**src/rtl/jtgng_rom_arb.sv**
```systemverilog
// ---------------------------------------------------------------------------
// jtgng_rom_arb
//
// Read arbiter between CLIENTS ROM clients (main CPU, sound CPU, char, scroll,
// obj, ...) and a single SDRAM read port. Each client has a one-word cache
// (tag/data/valid). Misses are scheduled round-robin, optionally with client 0
// winning whenever it is pending. A ROM download invalidates every cache and
// stalls arbitration.
//
// Ports
//   clk, rst_n   system clock, asynchronous active-low reset
//   downloading  ROM download in progress: blocks arbitration, clears caches
//   req          per-client level request, held with addr until ok
//   addr         per-client word address, client i at [i*AW +: AW]
//   ok           per-client registered hit flag for the current addr
//   dout         per-client cached word, client i at [i*DW +: DW]
//   sdram_rd     read command to the SDRAM controller (held until ack)
//   sdram_addr   read address, also the tag of the transaction in flight
//   sdram_ack    controller accepted the command this cycle
//   sdram_dv     sdram_data valid this cycle (one pulse per accepted read)
//   sdram_data   read data
// ---------------------------------------------------------------------------
module jtgng_rom_arb #(
    parameter int CLIENTS = 5,
    parameter int AW      = 22,
    parameter int DW      = 16,
    parameter int PRIO0   = 1
) (
    input  logic                  clk,
    input  logic                  rst_n,
    input  logic                  downloading,
    input  logic [CLIENTS-1:0]    req,
    input  logic [CLIENTS*AW-1:0] addr,
    output logic [CLIENTS-1:0]    ok,
    output logic [CLIENTS*DW-1:0] dout,
    output logic                  sdram_rd,
    output logic [AW-1:0]         sdram_addr,
    input  logic                  sdram_ack,
    input  logic                  sdram_dv,
    input  logic [DW-1:0]         sdram_data
);

    localparam int GW = (CLIENTS > 1) ? $clog2(CLIENTS) : 1;

    typedef enum logic [1:0] {
        IDLE,
        ISSUE,
        WAIT
    } state_t;

    state_t              state;
    logic [GW-1:0]       grant;
    logic [GW-1:0]       last_grant;
    logic [GW-1:0]       winner;
    logic [GW-1:0]       cand;
    logic                found;
    logic                fill;
    logic [CLIENTS-1:0]  hit;
    logic [CLIENTS-1:0]  pending;
    logic [AW-1:0]       addr_arr [CLIENTS];

    // Data capture strobe; sdram_dv outside WAIT never reaches a cache.
    assign fill = (state == WAIT) && sdram_dv;

    // -----------------------------------------------------------------------
    // Per-client cache
    // -----------------------------------------------------------------------
    for (genvar i = 0; i < CLIENTS; i++) begin : g_client
        logic [AW-1:0] tag_q;
        logic [DW-1:0] data_q;
        logic          valid_q;
        logic          ok_q;
        logic [AW-1:0] caddr;
        logic          mine;
        logic          in_flight;

        assign caddr       = addr[i*AW +: AW];
        assign addr_arr[i] = caddr;
        assign mine        = (grant == GW'(i));
        assign hit[i]      = req[i] & valid_q & (tag_q == caddr);

        // sdram_addr holds the issued address for the whole ISSUE/WAIT span,
        // so it doubles as the in-flight tag. A client whose address moved
        // away from it is pending again and re-arbitrates after the fill.
        assign in_flight   = (state != IDLE) & mine & (sdram_addr == caddr);
        assign pending[i]  = req[i] & ~hit[i] & ~in_flight;

        always_ff @(posedge clk or negedge rst_n) begin
            if (!rst_n) begin
                tag_q   <= '0;
                data_q  <= '0;
                valid_q <= 1'b0;
                ok_q    <= 1'b0;
            end else begin
                ok_q <= hit[i];
                if (downloading) begin
                    // Fills landing during a download are dropped entirely.
                    valid_q <= 1'b0;
                end else if (fill && mine) begin
                    tag_q   <= sdram_addr;
                    data_q  <= sdram_data;
                    valid_q <= 1'b1;
                end
            end
        end

        assign ok[i]            = ok_q;
        assign dout[i*DW +: DW] = data_q;
    end

    // -----------------------------------------------------------------------
    // Winner selection: optional client-0 priority, otherwise the first
    // pending client scanning upward from last_grant+1 with wrap-around.
    // -----------------------------------------------------------------------
    always_comb begin
        winner = last_grant;
        found  = 1'b0;
        cand   = '0;
        if (PRIO0 != 0 && pending[0]) begin
            winner = '0;
            found  = 1'b1;
        end
        for (int unsigned k = 1; k <= CLIENTS; k++) begin
            cand = GW'((32'(last_grant) + k) % CLIENTS);
            if (!found && pending[cand]) begin
                winner = cand;
                found  = 1'b1;
            end
        end
    end

    // -----------------------------------------------------------------------
    // Scheduler FSM: one outstanding read at a time
    // -----------------------------------------------------------------------
    always_ff @(posedge clk or negedge rst_n) begin
        if (!rst_n) begin
            state      <= IDLE;
            grant      <= '0;
            last_grant <= GW'(CLIENTS - 1);
            sdram_rd   <= 1'b0;
            sdram_addr <= '0;
        end else begin
            case (state)
                IDLE: begin
                    if (!downloading && (|pending)) begin
                        grant      <= winner;
                        last_grant <= winner;
                        sdram_addr <= addr_arr[winner];
                        sdram_rd   <= 1'b1;
                        state      <= ISSUE;
                    end
                end
                ISSUE: begin
                    if (sdram_ack) begin
                        sdram_rd <= 1'b0;
                        state    <= WAIT;
                    end
                end
                WAIT: begin
                    if (sdram_dv) begin
                        state <= IDLE;
                    end
                end
                default: begin
                    state    <= IDLE;
                    sdram_rd <= 1'b0;
                end
            endcase
        end
    end

endmodule

```
**config.mk**
```make
export PLATFORM = sky130hd
export DESIGN_NAME = jtgng_rom_arb
export DESIGN_NICKNAME = d
export VERILOG_FILES = /design/src/rtl/jtgng_rom_arb.sv
export SDC_FILE = /design/constraint.sdc
export NUM_CORES = 1
export LEC_CHECK = 0
export CAP_MARGIN = 0
export CORE_MARGIN = 2
export CORE_UTILIZATION = 26
export CTS_CLUSTER_SIZE = 8
export DETAILED_ROUTE_END_ITERATION = 8
export PLACE_DENSITY = 0.53
export SLEW_MARGIN = 20
export SYNTH_ARGS = -nofsm -noshare
export SYNTH_HDL_FRONTEND = slang
export SYNTH_SLANG_ARGS = --single-unit
```
**constraint.sdc**
```tcl
create_clock -name clk -period 4.9 [get_ports clk]
set_clock_uncertainty 0.2 [all_clocks]
set_input_delay 0.98 -clock clk [delete_from_list [all_inputs] [get_ports clk]]
set_output_delay 0.98 -clock clk [all_outputs]
set_load 0.1 [all_outputs]
```
==> impl_metrics.json, run 1 <==
{
  "wl_per_cell_um": 24.3,
  "placeableCoreArea_sq_mm": 0.0550,
  "synth_top_area_frac": 0.395,
  "synth.most_common_cell": "dfrtp_1",
  "htree_num_levels": 2,
  "outcome": "finished with violations",
  "maxCapViolCount": 0,
  "die_width_um": 240,
  "dr_wl_met3_um": 4140,
  "post-place-cells": 2549,
  "setup_viol": 22,
  "antenna_found_initial": 2,
  "die_h_um": 240,
  "r2r_start": "last_grant[2]$_DFFE_PN1P_",
  "synth_common_cells": "228 x dfrtp_1, 193 x mux2_2, 115 x xor2_1",
  "syn_to_final_growth_pct": 56.6,
  "crit_type": "reg -> reg",
  "rsz0062_at_grt": "yes",
  "synth_cell_types": 87,
  "total_leakage_power_nw": 10.0,
  "start_util": 0.263,
  "synthArstFlopShare": 1.00,
  "yosysWarnings": 0,
  "grt_max_degree": 104,
  "viasPerCell": 4.99,
  "fin_tns_setup_ns": -3.25,
  "port_buffers": 243,
  "syn-cell-area_sq_mm": 0.0144,
  "worst_path_max_delay_cell": "dfstp_2",
  "grt_overflow": 0,
  "cts_buffers": 35,
  "yosysTopAreaCell": "dfrtp_1",
  "grt.total_usage": 0.220,
  "fin_cells": 2654,
  "maxSlewViolCount": 0,
  "clkTransAtPathRegs_ns": 0.05,
  "antenna_cells": 0,
  "power_density_mw_per_mm2": 830,
  "timing.fmax_mhz": 196,
  "routed-via-count": 13200,
  "wl_met2_um": 30800,
  "clk_latency_ns": 0.54,
  "drc": 0,
  "grt_pass1_vias": 13800,
  "postCtsHoldBufs": 0,
  "postRouteAntennaNets": 0,
  "grt_pass1_wl_um": 92800,
  "r2r_cells": 21,
  "crit_chain": "clkinvlp_4 > ha_4 > nor3_4 > nand2b_4 > xnor2_4 > ha_2 > fa_2 > o31ai_2 > a21oi_2 > nand2_1 > nor4_1 > or4_4 > a21oi_4 > or3_4 > o21a_4 > buf_4 > a211oi_4 > buf_6 > buf_12 > nand3_2 > o2111ai_1",
  "worst_slack_ns": -0.194,
  "min-delay-path-class": "in -> async",
  "synthFlopType": "dfrtp_1",
  "syn_inst": 1340,
  "synth.avg_cell_area_sq_um": 10.8,
  "critPathRequiredTime_ns": 5.14,
  "synth_edf_count": 0,
  "m1WireLength_um": 26400,
  "fin_nets": 2062,
  "firstDrtPassIters": 5,
  "highest_layer": "met5",
  "num-fill-cells": 5316,
  "tritoncts": "built",
  "gp_congestion": 0.967,
  "tightestPinTransition_ns": 1.02,
  "hold_viol_final": 0,
  "relSlewSlack": 0.319,
  "dieArea_sq_mm": 0.0575,
  "cts_root_buffer": "clkbuf_16",
  "drive_gt1_frac": 0.409,
  "period_minus_slack_ns": 5.09,
  "worst_setup_path_end_kind": "flop",
  "fin_crit_sh": 1.04,
  "synth_area_leaders": "dfrtp_1 39%, mux2_2 15%, xor2_1 7.0%",
  "fin_util": 0.411,
  "dpl_cell_area_sq_mm": 0.0199,
  "dp_hpwl_um": 48000,
  "io-pin-count": 244,
  "wirelength_um": 64500,
  "yosysSeqAreaShare": 0.397,
  "ys_ff_latch": 229,
  "cp_max_fo": 11,
  "drt_iter0_drc": 859,
  "slowest_delay_ns": 0.58,
  "synth_fp_nets": 1505,
  "r2r_end": "sdram_addr[7]$_DFFE_PN0P_",
  "startpoint_type": "flop",
  "fin_area_sq_mm": 0.0226,
  "violations": "negative setup slack",
  "crit_arrival_ns": 5.34,
  "irDropWorstVdd_mv": 0.617,
  "clock-sinks": 229,
  "rows": 86,
  "reg2reg_setup_slack_ns": -0.19,
  "clk_path_buf_depth": 3
}
[stage by stage]
stage | power, W | hold slack (ns) | setup WS (ns)
global placement | 0.0137 | 0.288 | -0.856
CTS | 0.0174 | 0.305 | -0.0872
global route | 0.0195 | 0.322 | -0.334
detailed placement | 0.0138 | 0.294 | -0.889
finish | 0.0188 | 0.289 | -0.194
floorplan | 0.00997 | 0.294 | 0.00484
[sequential cells by signal, indices dropped and copies added, names as in the netlist]
name              count
sdram_addr           22
g_client.valid_q      5
sdram_rd              1
last_grant            1
state                 2
grant                 3
g_client.data_q      80
g_client.tag_q      110
g_client.ok_q         5
[worst max-delay path: cells and delay by family, from the launching register on]
family / cells / cell delay (ns)
AND/OR/NAND/NOR: 7 / 1.63
adder cells (fa/ha/maj): 3 / 1.02
AO/OA/AOI/OAI: 6 / 0.85
flip-flops: 1 / 0.58
buffers and inverters: 4 / 0.57
XOR/XNOR: 1 / 0.14
[worst max path at each step]
stage                                   start                    endpoint  slack, ns  cells after the start
global placement                     addr[78]   sdram_addr[7]$_DFFE_PN0P_      -0.86                     17
global route        last_grant[2]$_DFFE_PN1P_  sdram_addr[20]$_DFFE_PN0P_      -0.33                     23
finish              last_grant[2]$_DFFE_PN1P_   sdram_addr[7]$_DFFE_PN0P_      -0.19                     21
floorplan                grant[0]$_DFFE_PN0P_  sdram_addr[10]$_DFFE_PN0P_      0.005                     26
detailed placement                   addr[78]   sdram_addr[7]$_DFFE_PN0P_      -0.89                     17
CTS                      grant[1]$_DFFE_PN0P_   sdram_addr[7]$_DFFE_PN0P_      -0.09                     25
[layout by cell type (no fill, tap or decap), drive strengths merged, types with 8 or more instances in the layout]
cell type / Yosys / layout
a211oi: 59 / 59
a21oi: 16 / 16
a31oi: 8 / 8
buf: 59 / 363
clkbuf: 31 / 49
clkdlybuf4s50: 0 / 240
dfrtp: 228 / 228
ha: 28 / 28
inv: 82 / 81
mux2: 193 / 193
mux2i: 20 / 20
nand2: 53 / 53
nand2b: 10 / 10
nand3: 32 / 32
nand4: 33 / 33
nor2: 27 / 27
nor3: 22 / 22
nor4: 39 / 39
o2111ai: 19 / 19
o211ai: 31 / 31
o21ai: 23 / 23
xnor2: 114 / 114
xor2: 115 / 115
[routing by layer]
metal | track usage | up-vias
met1 | 0.270 | 6640
li1 | - | 5913
met3 | 0.0462 | 143
met2 | 0.367 | 534
met5 | 0 | -
met4 | 0.102 | 2
[timing repair]
action | CTS | global route
setup endpoints to repair | 26 | 24
buffers inserted | 21 | 33
resized for setup | 120 | 90
pin swaps | 36 | 56
cloned | 3 | 7
[final cells by class]
type | instances | area (sq um) | area share
sequential | 229 | 5730 | 0.254
timing repair buffer | 610 | 5630 | 0.249
inverter | 82 | 322 | 0.0142
multi-input combinational | 939 | 9030 | 0.399
clock buffer | 44 | 952 | 0.0421
clock inverter | 2 | 13.8 | 0.000608
tap | 748 | 936 | 0.0414
[where the power goes]
group / total (W) / switching [W] / internal [W] / leakage (nW)
Clock: 0.00223 / 0.000889 / 0.00134 / 0.472
Sequential: 0.00328 / 0.000712 / 0.00257 / 3.07
Combinational: 0.0133 / 0.00769 / 0.00557 / 6.47
Total: 0.0188 / 0.00929 / 0.00948 / 10.0
[cells by family after synthesis]
group           count (synthesis)  share of synthesized area
compound gates                205                      0.114
mux                           213                      0.164
simple gates                  262                      0.104
flops                         229                      0.397
fa+ha+maj                      30                     0.0263
buf+inv                       172                     0.0553
xor+xnor                      229                      0.140
Note: power is estimated with default switching activity, not from simulation.
==> run 2, diff against run 1 <==
ABC_CLOCK_PERIOD_IN_PS = 4900   (was default)
==> results of run 2 <==
No change in the layout: final DEF, timing and power equal those of run 1.
